[config.mk]
export PLATFORM = sky130hd
export DESIGN_NAME = uart_cmd_parser
export DESIGN_NICKNAME = d
export VERILOG_FILES = /design/src/rtl/uart_cmd_pkg.sv /design/src/rtl/frame_timeout.sv /design/src/rtl/uart_cmd_parser.sv
export SDC_FILE = /design/constraint.sdc
export NUM_CORES = 1
export LEC_CHECK = 0
export ABC_AREA = 1
export ABC_CLOCK_PERIOD_IN_PS = 2400
export BUFFER_PORTS_ARGS = -buffer_cell sky130_fd_sc_hd__buf_2
export CAP_MARGIN = 30
export CORE_AREA = 2 2 78 80
export CTS_CLUSTER_DIAMETER = 30
export CTS_CLUSTER_SIZE = 20
export DETAILED_ROUTE_END_ITERATION = 12
export DIE_AREA = 0 0 80 82
export GPL_TIMING_DRIVEN = 0
export PLACE_DENSITY = 0.88
export SKIP_LAST_GASP = 1
export SLEW_MARGIN = 20
export SYNTH_ARGS = -nofsm -noshare
export SYNTH_HDL_FRONTEND = slang
export SYNTH_HIERARCHICAL = 1
export SYNTH_SLANG_ARGS = --single-unit
[constraint.sdc]
create_clock -name sclk -period 2.4 [get_ports sclk]
set_input_delay 0.12 -clock sclk [delete_from_list [all_inputs] [get_ports sclk]]
set_output_delay 0.12 -clock sclk [all_outputs]
set_load 0.01 [all_outputs]
[src/rtl/uart_cmd_pkg.sv]
// Shared opcodes, FSM encoding and width helper for the UART command parser.
package uart_cmd_pkg;

    localparam logic [7:0] CMD_WRITE = 8'h55;
    localparam logic [7:0] CMD_READ  = 8'hAA;

    typedef enum logic [1:0] {
        S_IDLE = 2'd0,
        S_ADDR = 2'd1,
        S_DATA = 2'd2
    } state_e;

    function automatic int unsigned cnt_width(input int unsigned a, input int unsigned b);
        int unsigned m;
        m = (a > b) ? a : b;
        return $clog2(m + 1);
    endfunction

endpackage

[src/rtl/frame_timeout.sv]
// Idle counter for in-frame byte gaps; flags expiry for one cycle at TIMEOUT_CYC-1.
module frame_timeout #(
    parameter int unsigned TIMEOUT_CYC = 50000
) (
    input  logic sclk,
    input  logic srst,
    input  logic clr,
    input  logic en,
    output logic expire
);

    localparam int unsigned W = $clog2(TIMEOUT_CYC);
    localparam logic [W-1:0] LAST = W'(TIMEOUT_CYC - 1);

    logic [W-1:0] cnt_q;

    // A simultaneous clear (incoming byte) suppresses expiry.
    assign expire = en && !clr && (cnt_q == LAST);

    always_ff @(posedge sclk or posedge srst) begin
        if (srst) begin
            cnt_q <= '0;
        end else if (clr || !en || expire) begin
            cnt_q <= '0;
        end else begin
            cnt_q <= cnt_q + W'(1);
        end
    end

endmodule

[src/rtl/uart_cmd_parser.sv]
// Parses opcode/address/payload frames from a UART byte stream into FIFO pushes,
// burst triggers and error pulses.
module uart_cmd_parser #(
    parameter int unsigned ADDR_BYTES  = 2,
    parameter int unsigned DATA_BYTES  = 4,
    parameter logic [7:0]  CMD_WRITE   = uart_cmd_pkg::CMD_WRITE,
    parameter logic [7:0]  CMD_READ    = uart_cmd_pkg::CMD_READ,
    parameter int unsigned TIMEOUT_CYC = 50000,
    localparam int unsigned ADDR_W     = 8 * ADDR_BYTES
) (
    input  logic              sclk,
    input  logic              srst,
    input  logic              uart_flag,
    input  logic [7:0]        uart_data,
    output logic              wfifo_wr_en,
    output logic [7:0]        wfifo_data,
    output logic              wr_trig,
    output logic              rd_trig,
    output logic [ADDR_W-1:0] cmd_addr,
    output logic              err_opcode,
    output logic              err_timeout,
    output logic              busy
);

    import uart_cmd_pkg::*;

    localparam int unsigned CNT_W = cnt_width(ADDR_BYTES, DATA_BYTES);
    localparam logic [CNT_W-1:0] ADDR_LAST = CNT_W'(ADDR_BYTES - 1);
    localparam logic [CNT_W-1:0] DATA_LAST = CNT_W'(DATA_BYTES - 1);

    state_e            state_q, state_d;
    logic              op_write_q, op_write_d;
    logic [CNT_W-1:0]  byte_cnt_q, byte_cnt_d;
    logic [ADDR_W-1:0] addr_shift_q, addr_shift_d;
    logic [ADDR_W-1:0] cmd_addr_q, cmd_addr_d;
    logic [ADDR_W+7:0] addr_cat;
    logic [ADDR_W-1:0] addr_next;
    logic              wr_en_q, wr_en_d;
    logic [7:0]        wdata_q, wdata_d;
    logic              wr_pend_q, wr_pend_d, wr_trig_q;
    logic              rd_trig_q, rd_trig_d;
    logic              err_op_q, err_op_d;
    logic              err_to_q, err_to_d;
    logic              tmr_en, tmr_clr, expire;

    assign addr_cat  = {addr_shift_q, uart_data};
    assign addr_next = addr_cat[ADDR_W-1:0];
    assign tmr_en    = (state_q != S_IDLE);
    assign tmr_clr   = uart_flag | ~tmr_en;

    frame_timeout #(
        .TIMEOUT_CYC(TIMEOUT_CYC)
    ) u_timeout (
        .sclk  (sclk),
        .srst  (srst),
        .clr   (tmr_clr),
        .en    (tmr_en),
        .expire(expire)
    );

    always_comb begin
        state_d      = state_q;
        op_write_d   = op_write_q;
        byte_cnt_d   = byte_cnt_q;
        addr_shift_d = addr_shift_q;
        cmd_addr_d   = cmd_addr_q;
        wr_en_d      = 1'b0;
        wdata_d      = wdata_q;
        wr_pend_d    = 1'b0;
        rd_trig_d    = 1'b0;
        err_op_d     = 1'b0;
        err_to_d     = 1'b0;
        unique case (state_q)
            S_IDLE: begin
                if (uart_flag) begin
                    if (uart_data == CMD_WRITE || uart_data == CMD_READ) begin
                        state_d    = S_ADDR;
                        byte_cnt_d = '0;
                        op_write_d = (uart_data == CMD_WRITE);
                    end else begin
                        err_op_d = 1'b1;
                    end
                end
            end
            S_ADDR: begin
                if (uart_flag) begin
                    addr_shift_d = addr_next;
                    if (byte_cnt_q == ADDR_LAST) begin
                        byte_cnt_d = '0;
                        if (op_write_q) begin
                            state_d = S_DATA;
                        end else begin
                            state_d    = S_IDLE;
                            cmd_addr_d = addr_next;
                            rd_trig_d  = 1'b1;
                        end
                    end else begin
                        byte_cnt_d = byte_cnt_q + CNT_W'(1);
                    end
                end else if (expire) begin
                    state_d  = S_IDLE;
                    err_to_d = 1'b1;
                end
            end
            S_DATA: begin
                if (uart_flag) begin
                    wr_en_d = 1'b1;
                    wdata_d = uart_data;
                    if (byte_cnt_q == DATA_LAST) begin
                        state_d    = S_IDLE;
                        byte_cnt_d = '0;
                        cmd_addr_d = addr_shift_q;
                        wr_pend_d  = 1'b1;
                    end else begin
                        byte_cnt_d = byte_cnt_q + CNT_W'(1);
                    end
                end else if (expire) begin
                    state_d  = S_IDLE;
                    err_to_d = 1'b1;
                end
            end
            default: state_d = S_IDLE;
        endcase
    end

    // wr_trig lags the final push by one cycle through wr_pend.
    always_ff @(posedge sclk or posedge srst) begin
        if (srst) begin
            state_q      <= S_IDLE;
            op_write_q   <= 1'b0;
            byte_cnt_q   <= '0;
            addr_shift_q <= '0;
            cmd_addr_q   <= '0;
            wr_en_q      <= 1'b0;
            wdata_q      <= '0;
            wr_pend_q    <= 1'b0;
            wr_trig_q    <= 1'b0;
            rd_trig_q    <= 1'b0;
            err_op_q     <= 1'b0;
            err_to_q     <= 1'b0;
        end else begin
            state_q      <= state_d;
            op_write_q   <= op_write_d;
            byte_cnt_q   <= byte_cnt_d;
            addr_shift_q <= addr_shift_d;
            cmd_addr_q   <= cmd_addr_d;
            wr_en_q      <= wr_en_d;
            wdata_q      <= wdata_d;
            wr_pend_q    <= wr_pend_d;
            wr_trig_q    <= wr_pend_q;
            rd_trig_q    <= rd_trig_d;
            err_op_q     <= err_op_d;
            err_to_q     <= err_to_d;
        end
    end

    assign wfifo_wr_en = wr_en_q;
    assign wfifo_data  = wdata_q;
    assign wr_trig     = wr_trig_q;
    assign rd_trig     = rd_trig_q;
    assign cmd_addr    = cmd_addr_q;
    assign err_opcode  = err_op_q;
    assign err_timeout = err_to_q;
    assign busy        = (state_q != S_IDLE);

endmodule
==> results of run 1 <==
[tightest hold or removal path, cell delays in order]
cell     delay, ns
buf_2         0.09
inv_1         0.06
o21ai_0       0.15
[worst paths after layout]
kind	from	endpoint	depth (start not counted)
min	uart_data[2]	addr_shift_q[2]	3
max	u_timeout/cnt_q[0]	state_q[1]	10
max reg2reg	u_timeout/cnt_q[0]	state_q[1]	10
min in group asynchronous	srst	u_timeout/cnt_q[4]	3
min reg2reg	wr_pend_q	wr_trig	0
max in group asynchronous	srst	addr_shift_q[0]	4
[through the flow]
step	cell area, um2	std cells	power (mW)	setup slack, ns	hold WS, ns
2_1_floorplan	3350	393	2.45	0.843	0.0337
3_3_place_gp	3640	507	2.76	0.379	0.220
3_5_place_dp	3670	508	2.82	0.660	0.231
4_1_cts	3890	526	3.78	0.657	0.0989
5_1_grt	3890	526	4.02	0.517	0.124
6_report	3890	526	3.77	0.653	0.102
[layer usage]
metal | GRT usage, % | part of all wire (%)
met1 | 31.3 | 45
met2 | 38.4 | 48
met3 | 4.62 | 4.4
met4 | 12.9 | 2.8
met5 | 0 | 0
[state kept, by name, summed over array words and instances, names as in the netlist]
register         cells
addr_shift_q        16
cmd_addr            16
u_timeout/cnt_q     16
wfifo_data           8
byte_cnt_q           3
state_q              2
err_opcode           1
err_timeout          1
op_write_q           1
rd_trig              1
wfifo_wr_en          1
wr_pend_q            1
wr_trig              1
[final cells by class]
| cell class | instances | area, um2 |
|---|---|---|
| inverters | 38 | 143 |
| well taps | 75 | 93.8 |
| clock inverters | 6 | 63.8 |
| fillers | 454 | 1850 |
| flip-flops and latches | 68 | 1700 |
| repair buffers | 42 | 243 |
| multi-input cells | 276 | 1430 |
| plain buffers | 11 | 81.3 |
| clock buffers | 10 | 138 |
[cell families (layout without fill, tap and decap cells)]
| kind of cell | count (synthesis) | count (layout) | share of synthesized area, % |
|---|---|---|---|
| AOI/OAI and AO/OA | 54 | 54 | 10.0 |
| adders and majority gates | 9 | 9 | 3.36 |
| and+or+nand+nor | 199 | 199 | 25.3 |
| muxes | 7 | 7 | 2.09 |
| DFF | 68 | 68 | 50.7 |
| xor gates and xnor gates | 7 | 7 | 1.83 |
| buffers and inverters | 49 | 107 | 6.68 |
[synthesized netlist by cell type (3+ instances only)]
cell,instances
nand4_1,6
ha_1,9
dfrtp_1,68
nand2_1,125
buf_6,4
nand2_4,3
inv_1,35
a21oi_1,3
clkbuf_1,3
o21ai_2,15
o21ai_1,3
nor2_1,40
o21bai_1,3
o21ai_0,29
xor2_1,5
mux2i_1,7
nand2_2,3
nand3_1,13
inv_2,3
[power by group]
group | internal [mW] | switching (mW) | total (mW)
Clock | 0.505 | 0.444 | 0.950
Combinational | 0.457 | 0.713 | 1.17
Sequential | 1.45 | 0.199 | 1.65
==> flow_summary.json, run 1 <==
{
  "status": "finished clean",
  "drt-vias-per-instance": 5.26,
  "grt_pass1_wl_mm": 11.9,
  "drv_slew": 0,
  "power_density_mw_per_mm2": 968,
  "synth_cell_types": 30,
  "critPathArrivalTime_ns": 1.99,
  "synth_top_area_share_pct": 50.7,
  "area_growth_pct": 16.0,
  "synth_edf_count": 0,
  "die_h_um": 82,
  "worst_skew_pair.late_latency_ns": 0.35,
  "routedWlPerCell_um": 13.4,
  "critPathSlowestCell": "dfrtp_1",
  "first_global_vias": 2667,
  "crit_family": "simple AND/OR/NAND/NOR gates",
  "p_leak_nw": 1.93,
  "wirelength_mm": 7.07,
  "numCtsBuffers": 9,
  "root_buffer": "clkbuf_8",
  "cpPeakStageDelay_ns": 0.39,
  "fmax_mhz": 572,
  "antenna_found_initial": 0,
  "crit_path_start_kind": "flop",
  "period_minus_slack_ns": 1.75,
  "fin_skew_ns": 0.00894,
  "first_pass_iters": 5,
  "synthCells": 393,
  "yosys.area.top_type": "dfrtp_1",
  "drive_above_1_share_pct": 21.1,
  "die_x_um": 80,
  "cp-end-kind": "flop",
  "slew_headroom_pct": 57.8,
  "fin_crit_sh_pct": 72.8,
  "cts_setup_buffers": 0,
  "ctsHoldBuffers": 2,
  "cp_cell_sequence": "ha_1, nand3_2, nor2_1, nand2_1, nor3_1, nor2_1, nand2_1, a21oi_1, nand3_1, nand2_1",
  "crit_fanout": 5,
  "path_common_cell": "nand2_1",
  "synth.area.top_cells": "dfrtp_1 51%, nand2_1 14%, nor2_1 4.5%",
  "reg2reg_slack_ns": 0.65,
  "yosysSeqAreaShare_pct": 50.7,
  "overflow": 0,
  "cts.sinks": 68,
  "cts_tree": "done",
  "diodes": 0,
  "async_flop_share_pct": 100,
  "cts_resized": 0,
  "worst_slew_pin_slew_ns": 0.633,
  "final_common_cell": "nand2_1",
  "start_util_pct": 58.4,
  "finalSetupViolations": 0,
  "hold_viol": 0,
  "clk_pin_slew_worst_paths_ns": 0.07,
  "path_buf_inv": 0,
  "final_cell_mix": "125 x nand2_1, 68 x dfrtp_1, 41 x buf_2",
  "ys_seq_elements": 68,
  "rows": 28,
  "syn_avg_cell_area_um2": 8.53,
  "final_util_pct": 67.7,
  "grt_max_degree": 29,
  "hpwlAfterDp_mm": 4.96,
  "io_pins": 41,
  "path_class": "reg -> reg",
  "fin_tns_setup_ns": 0,
  "gp_congestion": 0.854,
  "die_area_mm2": 0.00656,
  "rsz0062_at_grt": "no",
  "synthesis.area_mm2": 0.00335,
  "yosysWarnings": 6,
  "drcViolationCount": 0,
  "drt_iter0_markers": 210,
  "yosys_most_used_dff": "dfrtp_1",
  "h-tree-depth": 3,
  "maxCapViolCount": 0,
  "grtUsageTotal_pct": 24.1,
  "detail-route-antenna-nets": 0,
  "io_buffers": 39,
  "vias": 2766,
  "final_nets": 466,
  "syn_nets": 413,
  "clock_path_buffers": 2,
  "hold_class": "in -> reg",
  "core_mm2": 0.00575,
  "worstPathRequired_ns": 2.64,
  "peakVddDrop_uv": 590
}
(Power assumes the default switching activity.)
==> inputs of run 2 (changes only) <==
--- a/config.mk
+++ b/config.mk
@@ -6,16 +6,16 @@
 export NUM_CORES = 1
 export LEC_CHECK = 0
 export ABC_AREA = 1
-export ABC_CLOCK_PERIOD_IN_PS = 2400
+export ABC_CLOCK_PERIOD_IN_PS = 1620
 export BUFFER_PORTS_ARGS = -buffer_cell sky130_fd_sc_hd__buf_2
 export CAP_MARGIN = 30
-export CORE_AREA = 2 2 78 80
+export CORE_AREA = 2 2 80 82
 export CTS_CLUSTER_DIAMETER = 30
 export CTS_CLUSTER_SIZE = 20
 export DETAILED_ROUTE_END_ITERATION = 12
-export DIE_AREA = 0 0 80 82
+export DIE_AREA = 0 0 82 84
 export GPL_TIMING_DRIVEN = 0
-export PLACE_DENSITY = 0.88
+export PLACE_DENSITY = 0.84
 export SKIP_LAST_GASP = 1
 export SLEW_MARGIN = 20
 export SYNTH_ARGS = -nofsm -noshare
==> constraint.sdc (replaced) <==
create_clock -name sclk -period 1.62 [get_ports sclk]
set_input_delay 0.081 -clock sclk [delete_from_list [all_inputs] [get_ports sclk]]
set_output_delay 0.081 -clock sclk [all_outputs]
set_load 0.01 [all_outputs]
==> run 2 against run 1 <==
Compared with the run above:
- design area grew 5.5%
- critical endpoint is now state_q[0]
- the run now ends with setup timing left
- first-iteration DRC count rose by 11%
- critical path depth unchanged
==> flow_summary.json, run 2 (synthesis results as in run 1) <==
{
  "crit_fanout": 5,
  "drt-vias-per-instance": 5.34,
  "area_growth_pct": 22.4,
  "drive_above_1_share_pct": 27.5,
  "gp_congestion": 0.880,
  "drv_slew": 0,
  "grt_pass1_wl_mm": 12.2,
  "pwr-share-comb_pct": 33.9,
  "final_common_cell": "nand2_1",
  "die_area_mm2": 0.00689,
  "pre_cts_slack_ns": -0.105,
  "power.share.clock_pct": 24.5,
  "final_nets": 476,
  "clk_pin_slew_worst_paths_ns": 0.07,
  "period_minus_slack_ns": 1.67,
  "final_cell_mix": "121 x nand2_1, 67 x dfrtp_1, 41 x buf_2",
  "worst_slew_pin_slew_ns": 0.613,
  "rows": 29,
  "root_buffer": "clkbuf_8",
  "io_buffers": 39,
  "numCtsBuffers": 9,
  "drt_iter0_markers": 234,
  "switching_share_pct": 36.2,
  "status": "finished, violations left",
  "fmax_mhz": 599,
  "crit_start": "state_q[0]",
  "routedWlPerCell_um": 14.6,
  "p_sw_mw": 2.12,
  "antenna_found_initial": 0,
  "reg2reg_slack_ns": -0.05,
  "cts_tree": "done",
  "holdPathStages": 3,
  "final_area_mm2": 0.00411,
  "cts.sinks": 68,
  "cell_internal_pwr_mw": 3.74,
  "fin_ws_ns": -0.0488,
  "path_class": "reg -> reg",
  "maxCapViolCount": 0,
  "failed_checks": "setup timing",
  "p_seq_share_pct": 41.6,
  "critPathArrivalTime_ns": 1.91,
  "ff2ff_path_depth": 10,
  "crit_path_start_kind": "flop",
  "finalSetupViolations": 2,
  "hold_viol": 0,
  "grt_max_degree": 37,
  "die_h_um": 84,
  "wirelength_mm": 7.84,
  "power_density_mw_per_mm2": 1430,
  "peakVddDrop_uv": 808,
  "die_x_um": 82,
  "drcViolationCount": 0,
  "first_global_vias": 2679,
  "rsz0062_at_grt": "yes",
  "io_pins": 41,
  "vias": 2873,
  "hold_class": "in -> reg",
  "rr_startpoint": "state_q[0]",
  "h-tree-depth": 3,
  "start_util_pct": 55.0,
  "clock_path_buffers": 2,
  "core_mm2": 0.00610,
  "slew_headroom_pct": 59.1,
  "min_from": "uart_data[0]",
  "diodes": 0,
  "fin_tns_setup_ns": -0.0770,
  "placed_area_mm2": 0.00366,
  "fin_skew_ns": 0.0103,
  "cp-end-kind": "flop",
  "fillers": 459,
  "grtUsageTotal_pct": 23.3,
  "fin_crit_sh_pct": 103,
  "detail-route-antenna-nets": 0,
  "holdWs_ns": 0.0608,
  "first_pass_iters": 5,
  "p_leak_nw": 1.99,
  "worst_skew_pair.late_latency_ns": 0.35,
  "hpwlAfterDp_mm": 5.04,
  "overflow": 0,
  "worstPathRequired_ns": 1.86
}
==> run 2: critical path, cell delays in order, from the launching register on <==
cell	delay, ns
dfrtp_1	0.41
inv_2	0.08
ha_4	0.18
inv_4	0.08
nand2_2	0.08
nor3_2	0.25
nor2_1	0.12
nand2_1	0.10
o22ai_2	0.08
nand3_1	0.11
nand2_1	0.06
==> run 2: path summary, 6_finish.rpt <==
check | end
max | state_q[0]
max in group asynchronous | u_timeout/cnt_q[13]
max reg2reg | state_q[0]
min | addr_shift_q[0]
min reg2reg | wr_trig
min in group asynchronous | wr_trig
==> run 2: metrics by stage <==
stage               power [mW]  util, %  std cells
CTS                       5.66     64.3        530
finish                    5.86     67.3        538
detailed placement        4.18     60.1        510
floorplan                 3.63        -        393
global route              6.27     67.3        538
global placement          4.09     59.8        509
==> run 2: routing by layer <==
metal / share of wire (%) / wire length [um] / vias to the layer above / track usage, %
li1: - / - / 1369 / -
met2: 50 / 3950 / 101 / 34.7
met5: 0 / 0 / - / 0
met1: 42 / 3290 / 1387 / 33.1
met3: 5.5 / 431 / 16 / 5.41
met4: 2.2 / 169 / 0 / 8.64
==> run 2: power by group through the flow <==
| stage | clock network (mW) | logic (mW) | registers, mW |
|---|---|---|---|
| final | 1.43 | 1.99 | 2.44 |
| after global routing | 1.57 | 2.20 | 2.51 |
| after CTS | 1.44 | 1.79 | 2.43 |
| after detailed placement | 0 | 1.72 | 2.46 |
| after global placement | 0 | 1.65 | 2.45 |
| after floorplan | 0 | 1.12 | 2.52 |
==> run 2: cell type report <==
class / instances / area (um2) / share of cell area (%)
Clock inverter: 4 / 47.5 / 1.16
Timing Repair Buffer: 53 / 328 / 7.99
Clock buffer: 12 / 155 / 3.78
Tap cell: 77 / 96.3 / 2.35
Buffer: 10 / 88.8 / 2.16
Multi-Input combinational cell: 276 / 1540 / 37.5
Inverter: 38 / 145 / 3.54
Sequential cell: 68 / 1700 / 41.5
==> run 2: what timing repair did <==
item	in CTS	in global routing
cloned	0	1
endpoints found under the hold margin	33	0
setup endpoints to repair	31	34
hold buffers	2	0
setup buffers	3	7
resized for setup	4	31
pin swaps	0	6
